[src/rtl/multiphase_nco_pkg.sv]
// multiphase_nco_pkg
// Shared types and constant helpers for the multiphase NCO.
//   nco_state_e : controller states (IDLE, RUN, PEND)
//   phase_off   : accumulator offset of phase k, floor(k*2^acc_w/num_phases)
//   inc_of      : accumulator increment for a code, base*(code+1) mod 2^acc_w
package multiphase_nco_pkg;

    typedef enum logic [1:0] {
        IDLE = 2'd0,
        RUN  = 2'd1,
        PEND = 2'd2
    } nco_state_e;

    function automatic longint unsigned phase_off(input int k, input int num_phases,
                                                  input int acc_w);
        longint unsigned span;
        span = longint'(k) << acc_w;
        return span / longint'(num_phases);
    endfunction

    function automatic longint unsigned inc_of(input longint unsigned code,
                                               input longint unsigned base_inc,
                                               input int acc_w);
        return (base_inc * (code + 64'd1)) % (64'd1 << acc_w);
    endfunction

endpackage

[src/rtl/multiphase_nco_ctrl_settle.sv]
// ctrl_settle
// Debounces the requested frequency code and holds the next code to adopt.
//   clk, rst_n    : clock, synchronous active-low reset
//   ctrl          : raw requested code
//   active_ctrl   : code currently driving the accumulator
//   clr           : adoption strobe from the controller, retires pend
//   pend, pend_v  : settled code awaiting adoption and its valid flag
module ctrl_settle
    import multiphase_nco_pkg::*;
#(
    parameter int CTRL_W = 2,
    parameter int SETTLE = 4
) (
    input  logic              clk,
    input  logic              rst_n,
    input  logic [CTRL_W-1:0] ctrl,
    input  logic [CTRL_W-1:0] active_ctrl,
    input  logic              clr,
    output logic [CTRL_W-1:0] pend,
    output logic              pend_v
);

    localparam int CNT_W = (SETTLE > 1) ? $clog2(SETTLE) : 1;
    localparam logic [CNT_W-1:0] SAT = CNT_W'(SETTLE - 1);

    logic [CTRL_W-1:0] cand_q, cand_d;
    logic [CNT_W-1:0]  cnt_q, cnt_d;
    logic [CTRL_W-1:0] pend_q, pend_d;
    logic              pend_v_q, pend_v_d;
    logic              settled;

    always_comb begin
        cand_d   = ctrl;
        cnt_d    = cnt_q;
        pend_d   = pend_q;
        pend_v_d = pend_v_q;
        settled  = (cnt_q == SAT) && (cand_q == ctrl);

        if (ctrl != cand_q) begin
            cnt_d = '0;
        end else if (cnt_q != SAT) begin
            cnt_d = cnt_q + 1'b1;
        end

        if (clr) begin
            pend_v_d = 1'b0;
        end
        // A settled code that matches what is (or is about to be) active
        // cancels any pending request; a different one replaces it, even on
        // the adoption edge, so it arms the following wrap.
        if (settled) begin
            if ((cand_q == active_ctrl) || (clr && (cand_q == pend_q))) begin
                pend_v_d = 1'b0;
            end else begin
                pend_d   = cand_q;
                pend_v_d = 1'b1;
            end
        end
    end

    always_ff @(posedge clk) begin
        if (!rst_n) begin
            cand_q   <= '0;
            cnt_q    <= '0;
            pend_q   <= '0;
            pend_v_q <= 1'b0;
        end else begin
            cand_q   <= cand_d;
            cnt_q    <= cnt_d;
            pend_q   <= pend_d;
            pend_v_q <= pend_v_d;
        end
    end

    assign pend   = pend_q;
    assign pend_v = pend_v_q;

endmodule

[src/rtl/multiphase_nco.sv]
// multiphase_nco
// Phase-accumulator oscillator producing NUM_PHASES evenly spaced square
// waves. Frequency codes are debounced and only switched at an accumulator
// wrap so the outputs never glitch.
//   clk, rst_n   : clock, synchronous active-low reset
//   en           : run enable (low parks accumulator and outputs at 0)
//   ctrl         : requested frequency code
//   out          : registered phase outputs, out[0] leads
//   active_ctrl  : code in use
//   switched     : one-cycle pulse when active_ctrl changes
//   busy         : a settled code is waiting for adoption
//
// state | meaning
// IDLE  | disabled; acc/out held at 0, pending code adopted at once
// RUN   | accumulating, nothing pending
// PEND  | accumulating, pending code adopted on the next carry
module multiphase_nco
    import multiphase_nco_pkg::*;
#(
    parameter int NUM_PHASES = 5,
    parameter int CTRL_W     = 2,
    parameter int ACC_W      = 16,
    parameter int BASE_INC   = 64,
    parameter int SETTLE     = 4
) (
    input  logic                  clk,
    input  logic                  rst_n,
    input  logic                  en,
    input  logic [CTRL_W-1:0]     ctrl,
    output logic [NUM_PHASES-1:0] out,
    output logic [CTRL_W-1:0]     active_ctrl,
    output logic                  switched,
    output logic                  busy
);

    nco_state_e            state_q, state_d;
    logic [ACC_W-1:0]      acc_q, acc_d;
    logic [NUM_PHASES-1:0] out_q, out_d;
    logic [CTRL_W-1:0]     active_q, active_d;
    logic                  switched_q, switched_d;

    logic [ACC_W-1:0]      inc_tab [2**CTRL_W];
    logic [ACC_W-1:0]      inc_cur;
    logic [ACC_W-1:0]      acc_nxt;
    logic                  carry;
    logic [NUM_PHASES-1:0] phase_w;
    logic [CTRL_W-1:0]     pend;
    logic                  pend_v;
    logic                  adopt;

    for (genvar c = 0; c < 2**CTRL_W; c++) begin : g_inc
        assign inc_tab[c] = ACC_W'(inc_of(64'(c), 64'(BASE_INC), ACC_W));
    end

    assign inc_cur          = inc_tab[active_q];
    assign {carry, acc_nxt} = {1'b0, acc_q} + {1'b0, inc_cur};

    // Phase k is high for the half cycle starting at its offset: the MSB of
    // (acc - OFF_k) is clear exactly when that modular distance is < 2^(ACC_W-1).
    for (genvar k = 0; k < NUM_PHASES; k++) begin : g_phase
        localparam logic [ACC_W-1:0] OFF = ACC_W'(phase_off(k, NUM_PHASES, ACC_W));
        logic [ACC_W-1:0] rel;
        assign rel        = acc_nxt - OFF;
        assign phase_w[k] = ~rel[ACC_W-1];
    end

    assign adopt = pend_v && ((state_q == IDLE) || ((state_q == PEND) && en && carry));

    ctrl_settle #(
        .CTRL_W (CTRL_W),
        .SETTLE (SETTLE)
    ) u_settle (
        .clk         (clk),
        .rst_n       (rst_n),
        .ctrl        (ctrl),
        .active_ctrl (active_q),
        .clr         (adopt),
        .pend        (pend),
        .pend_v      (pend_v)
    );

    always_comb begin
        state_d    = state_q;
        acc_d      = acc_q;
        out_d      = out_q;
        active_d   = adopt ? pend : active_q;
        switched_d = adopt;

        if (!en) begin
            state_d = IDLE;
            acc_d   = '0;
            out_d   = '0;
        end else begin
            // The wrap edge still advances with the old increment.
            acc_d = acc_nxt;
            out_d = phase_w;
            case (state_q)
                IDLE:    state_d = RUN;
                RUN:     if (pend_v) state_d = PEND;
                PEND:    if (adopt || !pend_v) state_d = RUN;
                default: state_d = IDLE;
            endcase
        end
    end

    always_ff @(posedge clk) begin
        if (!rst_n) begin
            state_q    <= IDLE;
            acc_q      <= '0;
            out_q      <= '0;
            active_q   <= '0;
            switched_q <= 1'b0;
        end else begin
            state_q    <= state_d;
            acc_q      <= acc_d;
            out_q      <= out_d;
            active_q   <= active_d;
            switched_q <= switched_d;
        end
    end

    assign out         = out_q;
    assign active_ctrl = active_q;
    assign switched    = switched_q;
    assign busy        = pend_v;

endmodule
[config.mk]
export PLATFORM = sky130hd
export DESIGN_NAME = multiphase_nco
export DESIGN_NICKNAME = d
export VERILOG_FILES = /design/src/rtl/multiphase_nco_pkg.sv /design/src/rtl/multiphase_nco_ctrl_settle.sv /design/src/rtl/multiphase_nco.sv
export SDC_FILE = /design/constraint.sdc
export NUM_CORES = 1
export LEC_CHECK = 0
export CAP_MARGIN = 40
export CORE_MARGIN = 5
export CORE_UTILIZATION = 42
export CTS_CLUSTER_SIZE = 40
export DETAILED_ROUTE_END_ITERATION = 6
export PLACE_DENSITY = 0.68
export SLEW_MARGIN = 30
export SYNTH_ARGS = -nofsm -noshare
export SYNTH_HDL_FRONTEND = slang
export SYNTH_HIERARCHICAL = 1
export SYNTH_SLANG_ARGS = --single-unit
[constraint.sdc]
create_clock -name clk -period 3 [get_ports clk]
set_clock_uncertainty 0.1 [all_clocks]
set_input_delay 0.9 -clock clk [delete_from_list [all_inputs] [get_ports clk]]
set_output_delay 0.9 -clock clk [all_outputs]
set_load 0.03 [all_outputs]
==> metrics.md <==
| Metric | Value |
|---|---|
| Syn_area_per_cell | `roughly 9.5 um2` |
| RSZ-0062 raised after global routing | `no` |
| Yosys reg bits | `27` |
| Synth area leaders | `dfxtp_1, xnor2_1, mux2i_1` |
| Remaining global-route overflow | `0` |
| Synthesis-to-finish area growth | `12.6%` |
| Filler cells | `326` |
| Diode count | `0` |
| Async S/R FF share, synth | `0` |
| CTS root buf | `clkbuf_4` |
| Core area | `around 0.0033 mm2` |
| Initial Util | `0.437` |
| Routed wire per std cell | `12.3 um` |
| CTS tree | `done` |
| Vias per Instance | `between 5 and 6` |
| Global routing's busiest layer | `met2` |
| Total negative slack | `0 ns` |
| Type of the tightest min-delay check | `register to register` |
| Row count | `21` |
| CTS Hold Bufs | `0` |
| Largest net degree at the start of global routing | `16` |
| DPL Wire Length | `between 2 and 2.5 mm` |
| Final instance area | `0.00164 mm2` |
| CTS resizes | `0` |
| Dpl cell area | `about 0.0016 mm2` |
| Commonest non-fill, non-tap cells in the layout | `dfxtp_1, xnor2_1, clkdlybuf4s50_1` |
| Pwr Total | `roughly 580 uW` |
| Slew @ Worst Pin | `0.411 ns` |
| Routability congestion estimate | `between 0.7 and 0.8` |
| Sink Count | `27` |
| Max_slew headroom | `0.724` |
| Pwr/cell area | `around 350 mW/mm2` |
| Crit Path Category | `register to register` |
| Max cap viols | `0` |
| Fin. max-slew vios | `0` |
| Post-synth top area cell | `dfxtp_1` |
| Commonest non-fill, non-tap cell in the layout | `dfxtp_1` |
| Layout cells sized above 1 | `0.0719` |
| Die Span Y | `slightly below 70 um` |
| Routed WL | `~2.6 mm` |
| Slowest CP cell | `fa_1` |
| Die W | `just under 70 um` |
| Htree depth | `1` |
| CP Capture Type | `register` |
| Syn Nets | `165` |
| Initial antenna violation count | `0` |
| Cells on worst reg2reg path | `8` |
| Die area | `roughly 0.0047 mm2` |
| Crit start category | `register` |
| Hold Path Stages | `2` |
| Worst vdd ir | `0.271 mV` |
| Synth top area share | `0.371` |
| Clock buffer depth | `2` |
| EDFF count, synth | `0` |
| Nets | `between 150 and 200` |
| Syn. warnings | `6` |
| PortBufs | `13` |
| Seq/Total Area, Yosys | `0.371` |
| Synth Instances | `between 150 and 200` |
| Worst path arrival time | `about 2.8 ns` |
| Vias | `between 1000 and 1500` |
| Outcome | `finished, final reports clean` |
| Pre-antenna DRT Iters | `4` |
| Final setup fails | `0` |
| Final core occ | `0.492` |
| Post-route ant nets | `0` |
| Top FF cell, synth | `dfxtp_1` |
| GRT Total Usage | `0.130` |
| First-pass GRT wire length | `4.79 mm` |
| Final min period | `roughly 2.6 ns` |
| Final hold vios | `0` |
| Drt first-iter violations | `37` |
| I/O Pins | `14` |
| Vias in the first global route | `roughly 1100` |
| Grt met3 use | `0.0162` |
| Post-CTS Setup Inserts | `0` |
| Pleak | `between 0.6 and 0.7 nW` |
| Worst Path Required | `roughly 3.1 ns` |
| DRC | `0` |
| Fmax | `about 380 MHz` |
| M1 GR Usage | `0.168` |
| Crit path cell chain | `ha_1 -> fa_1 -> a21oi_1 -> nor2_2 -> and3_1 -> xnor2_1 -> o31ai_1 -> mux2i_1` |
| Inserted Clock Buffers | `3` |
| Synth unique cells | `45` |
| Period utilization | `0.878` |
| Reg clk slew, reported paths | `0.15 ns` |
| Clk Latency, worst-skew pair | `about 0.32 ns` |
| Grt met2 use | `0.226` |
| Post-Syn Area | `between 0.001 and 0.0015 mm2` |
| Crit path max fanout | `5` |
| Worst stage delay on the critical path | `around 0.49 ns` |
-- layout make-up --
class                   instances  area (um2)  share of cell area
multi-input cells             113         841               0.512
clock inverters                 1        5.00             0.00305
flip-flops and latches         27         541               0.329
clock buffers                   3        22.5              0.0137
well taps                      46        57.6              0.0351
inverters                       8        30.0              0.0183
repair buffers                 15         145              0.0884
-- sequential cells by signal, summed over array words and instances, names as in the netlist --
signal,cells
active_ctrl,2
state_q,2
u_settle/pend,2
switched,1
out,5
u_settle/pend_v,1
acc_q,10
u_settle/cand_q,2
u_settle/cnt_q,2
-- stage by stage --
step / hold slack [ns] / setup slack (ns) / instances
4_1_cts: 0.410 / 0.349 / 213
3_5_place_dp: 0.389 / 0.254 / 209
5_1_grt: 0.441 / 0.181 / 213
6_report: 0.405 / 0.365 / 213
3_3_place_gp: 0.375 / 0.224 / 209
2_1_floorplan: 0.360 / 0.320 / 154
-- logic make-up after synthesis --
logic type      count (synthesis)  synth area share
simple gates                   55             0.203
compound gates                 24             0.137
fa+ha+maj                       6            0.0567
mux                             9            0.0618
flops                          27             0.371
buf+inv                        14            0.0524
xor+xnor                       19             0.119
-- cell usage after synthesis (3+ instances only) --
cell type / instances
dfxtp_1: 27
xnor2_1: 13
nor2_1: 11
nand2_1: 10
mux2i_1: 9
inv_1: 8
nand3_1: 7
a21oi_1: 5
ha_1: 5
nor2b_1: 5
xor2_1: 5
and2_1: 4
nor3_1: 4
and3_1: 3
-- power breakdown --
group,internal (mW),leakage [nW],switching (mW)
Clock,0.0498,0.0177,0.104
Sequential,0.366,0.220,0.00558
Combinational,0.0230,0.387,0.0277
-- per-layer routing --
layer  up-vias  wire (um)
met4         0         21
met2        14       1250
met1       512       1300
met3         2         51
met5         -          0
li1        567          -
-- worst paths after layout --
check                               startpoint                      end  slack, ns
setup / recovery   active_ctrl[1]$_SDFFE_PN0P_        out[1]$_SDFF_PN0_       0.36
hold / removal    u_settle/pend_v$_SDFFE_PN0P_  state_q[1]$_SDFFE_PN0P_       0.41
setup reg to reg   active_ctrl[1]$_SDFFE_PN0P_        out[1]$_SDFF_PN0_       0.36
hold reg to reg   u_settle/pend_v$_SDFFE_PN0P_  state_q[1]$_SDFFE_PN0P_       0.41
-- worst max-delay path: cells and delay by family, from the launching register on --
family	cells	cell delay [ns]
xor+xnor	1	0.33
compound gates	2	0.47
simple gates	2	0.32
fa+ha+maj	2	0.77
mux	1	0.14
flops	1	0.41
No activity file was read; power rests on OpenSTA's default activity.
